`src/rtl/program_counter.sv`:
```
// program_counter
//   Program-counter register of the single-cycle CPU. Holds the address of
//   the instruction being fetched. Every rising clk edge it loads npc
//   exactly as given: it does not align, add to or wrap the value. PC+4 and
//   branch/jump arithmetic happen in the next-PC logic. Holding the PC means
//   the next-PC logic presents npc = out.
//
// Parameters
//   WIDTH       : address width of npc and out
//   RESET_VALUE : reset vector; only the low WIDTH bits are used
//
// Ports
//   clk   in  1      system clock, rising-edge active
//   reset in  1      asynchronous active-low reset (0 = held at reset vector)
//   npc   in  WIDTH  next program-counter value
//   out   out WIDTH  current program-counter value, straight from the register
module program_counter #(
    parameter int unsigned WIDTH       = 32,
    parameter logic [31:0] RESET_VALUE = 32'h0000_0000
) (
    input  logic             clk,
    input  logic             reset,
    input  logic [WIDTH-1:0] npc,
    output logic [WIDTH-1:0] out
);

    // Reset vector resized to the register width; zero-extended if WIDTH > 32.
    localparam logic [WIDTH-1:0] RESET_VEC = WIDTH'(RESET_VALUE);

    // Reset release is not synchronised here; the system guarantees that
    // release happens away from clk edges.
    always_ff @(posedge clk or negedge reset) begin
        if (!reset) begin
            out <= RESET_VEC;
        end else begin
            out <= npc;
        end
    end

endmodule

```
`config.mk`:
```
export PLATFORM = sky130hd
export DESIGN_NAME = program_counter
export DESIGN_NICKNAME = d
export VERILOG_FILES = /design/src/rtl/program_counter.sv
export SDC_FILE = /design/constraint.sdc
export NUM_CORES = 1
export LEC_CHECK = 0
export CORE_MARGIN = 2
export CORE_UTILIZATION = 31
export CTS_CLUSTER_SIZE = 10
export DETAILED_ROUTE_END_ITERATION = 12
export GPL_TIMING_DRIVEN = 1
export PLACE_DENSITY_LB_ADDON = 0.12
export SLEW_MARGIN = 40
export SYNTH_ARGS = -nofsm -noshare
export SYNTH_HDL_FRONTEND = slang
export SYNTH_SLANG_ARGS = --single-unit
```
`constraint.sdc`:
```
create_clock -name clk -period 0.8 [get_ports clk]
set_input_delay 0.16 -clock clk [delete_from_list [all_inputs] [get_ports clk]]
set_output_delay 0.16 -clock clk [all_outputs]
set_load 0.005 [all_outputs]
```
# Word-level counts from Yosys, hierarchy flattened
# Index checks and enable logic that the tools add are counted.
# word_totals
register_bits	32
in_bits	34
out_inout_bits	32
word_cells	1

# Longest topological paths before layout
# depth
word_depth	0
mapped_depth	0
ltp_nobuf	0

# Worst setup path after synthesis
# No wires, ideal clock.
# synth_timing
path_type	reg2out
startpoint	register out[0]
endpoint	output port out[0]
arrival_ps	349
required_ps	640
setup_slack_ps	291
path_stages_with_launch	1
n_path_buf	0
path_cell_list	dfrtp_1
# synth_rtl
element	line_no	text
start: declaration	24	output logic [WIDTH-1:0] out
start signal: assignment	36	out <= npc;
# No word-level cell between the ends.

# Worst setup path in the final report
# layout_timing
startpoint	register out[24]
endpoint	output port out[24]
# No word-level cell between the ends.

==> metrics.cfg <==
[clock_network]
clock-root-buffer=clkbuf_4
cts_buffers=5
clk_path_buf_depth=2
htree_levels=2
cts_sinks=32
hold_buffers=0
tritoncts=done
path_clk_slew_ps=90

[status]
violations=setup timing
outcome=finished with violations

[finish]
largest_reg_flops=32
nNetsFinal=139
nMultiInputCombCells=0
drive_above_1_share_pct=38.1
diodes=0
largest_registers=out x32
multiInputGateArea_sq_um=0
design_area_sq_um=1410
top_register=out
areaGrowthSynthToFinish_pct=76.6
final_util_pct=57.6

[yosys]
synthCells=32
yosys_register_bits=32
synth_edf_count=0
synth_common_cells=dfrtp_1 (32)
syn_nets=66
netlist_top_cells_area=dfrtp_1 (100%)
synth_top_area_cell=dfrtp_1
synth.most_common_cell=dfrtp_1
ys_seq_area_share_pct=100
yosys_most_used_dff=dfrtp_1
synth_cell_type_count=1
ys_warn_count=0
yosysTopAreaCellShare_pct=100
avgSynthCellArea_sq_um=25.0
syn-cell-area_sq_um=801
synthArstFlopShare_pct=100

[sta]
hold_viol=0
max_freq_ghz=1.02
maxSlewViolCount=0
worst_slew_pin_slew_ps=163
tns_ps=-5240
slew_headroom_pct=89.2
finalSetupViolCount=32
period_needed_ps=981
rsz0062_at_grt=true
layout_setup_ws_ps=-181
whs_ps=191
timing.final.crit_share_pct=123

[critical_path]
slowest_stage=dfrtp_1
path_delay_family=flip-flops
worstPathArrival_ps=820
critPathLaunchType=flop
worst-setup-path-type=flop to primary output
path_cells=buf_2
max_stage_delay_ps=380
cp.required_ps=640
crit_path_max_fanout=1
critPathBufInv=1
worstSetupEndpointType=primary output

[die]
num_io_pins=66
rows=18
core_sq_um=2450
die_height_um=54.8
start_util_pct=32.6
die_w_um=54.8
die_area_sq_um=3010

[pwr]
power.leakage_nw=0.675
worst_ir_drop_vdd_mv=1.45
powerDensity_nw_per_um2=2110

[global_route]
grt_pass1_wl_mm=2.13
grt_usage_pct=11.5
antenna_found_initial=0
grt_max_degree=33
grt_pass1_vias=446
grt.overflow.total=0

[routing]
drt_iter0_drc=2
drtAntennaViolNets=0
firstDrtPassIters=3
routed_wl_mm=1.60
via_per_inst=3.95
drc=0
vias=533
wl_per_cell_um=11.9

[place]
dpl.hpwl_mm=1.21
port_buffers=65
place_area_sq_um=1510
dpl_worst_slack_ps=-172
place.gp.congestion=0.606

[flow_run]
max-cap-violations=0

[worst_hold_path]
min_path_type=input port to asynchronous set/reset pin

## layer usage
metal | vias to the layer above | global-route usage, % | share of wire, %
li1 | 242 | - | -
met1 | 248 | 12.3 | 32
met2 | 38 | 15.9 | 52
met3 | 5 | 9.02 | 15
met4 | 0 | 6.25 | 1.7
met5 | - | 0 | 0
## path summary, 6_finish.rpt
check,startpoint,to,slack [ps],depth (start not counted)
max,out[24],out[24],-180,1
min,reset,out[31],190,2
max in group asynchronous,reset,out[3],450,2
min in group clk,npc[12],out[12],270,1
## cell usage in the layout, fill, tap and decap left out
| cell | instances |
|---|---|
| clkbuf_8 | 2 |
| buf_2 | 32 |
| clkdlybuf4s50_1 | 33 |
| buf_12 | 1 |
| dfrtp_1 | 32 |
| clkbuf_4 | 5 |
## through the flow
stage / total power, mW / cells
after floorplan: 1.76 / 32
after global placement: 2.12 / 128
after detailed placement: 2.13 / 128
after CTS: 3.04 / 135
after global routing: 3.15 / 135
final: 2.98 / 135
## final cells by class
cell class	instances	area [sq um]
timing repair buffer	66	510
sequential	32	801
tap	30	37.5
clock buffer	7	65.1
fill	211	1040
## cells by family (layout without fill, tap and decap cells)
kind of cell	Yosys count	in the layout	share of synthesized area (%)
buffers and inverters	0	73	0
DFF	32	32	100
## timing repair
action	4_1_cts	5_1_grt
endpoints found under the setup margin	32	32
gates resized for setup	127	0
buffers inserted	0	0
pin swaps	0	0
hold endpoints to repair	0	0
## where the power goes
| group | leakage, nW | internal (mW) | switching [mW] |
|---|---|---|---|
| clock | 0.0374 | 0.497 | 0.476 |
| sequential | 0.373 | 1.70 | 0.0160 |
| combinational | 0.264 | 0.202 | 0.0908 |
| total | 0.675 | 2.40 | 0.583 |
Power figures use the tool's default switching activity.
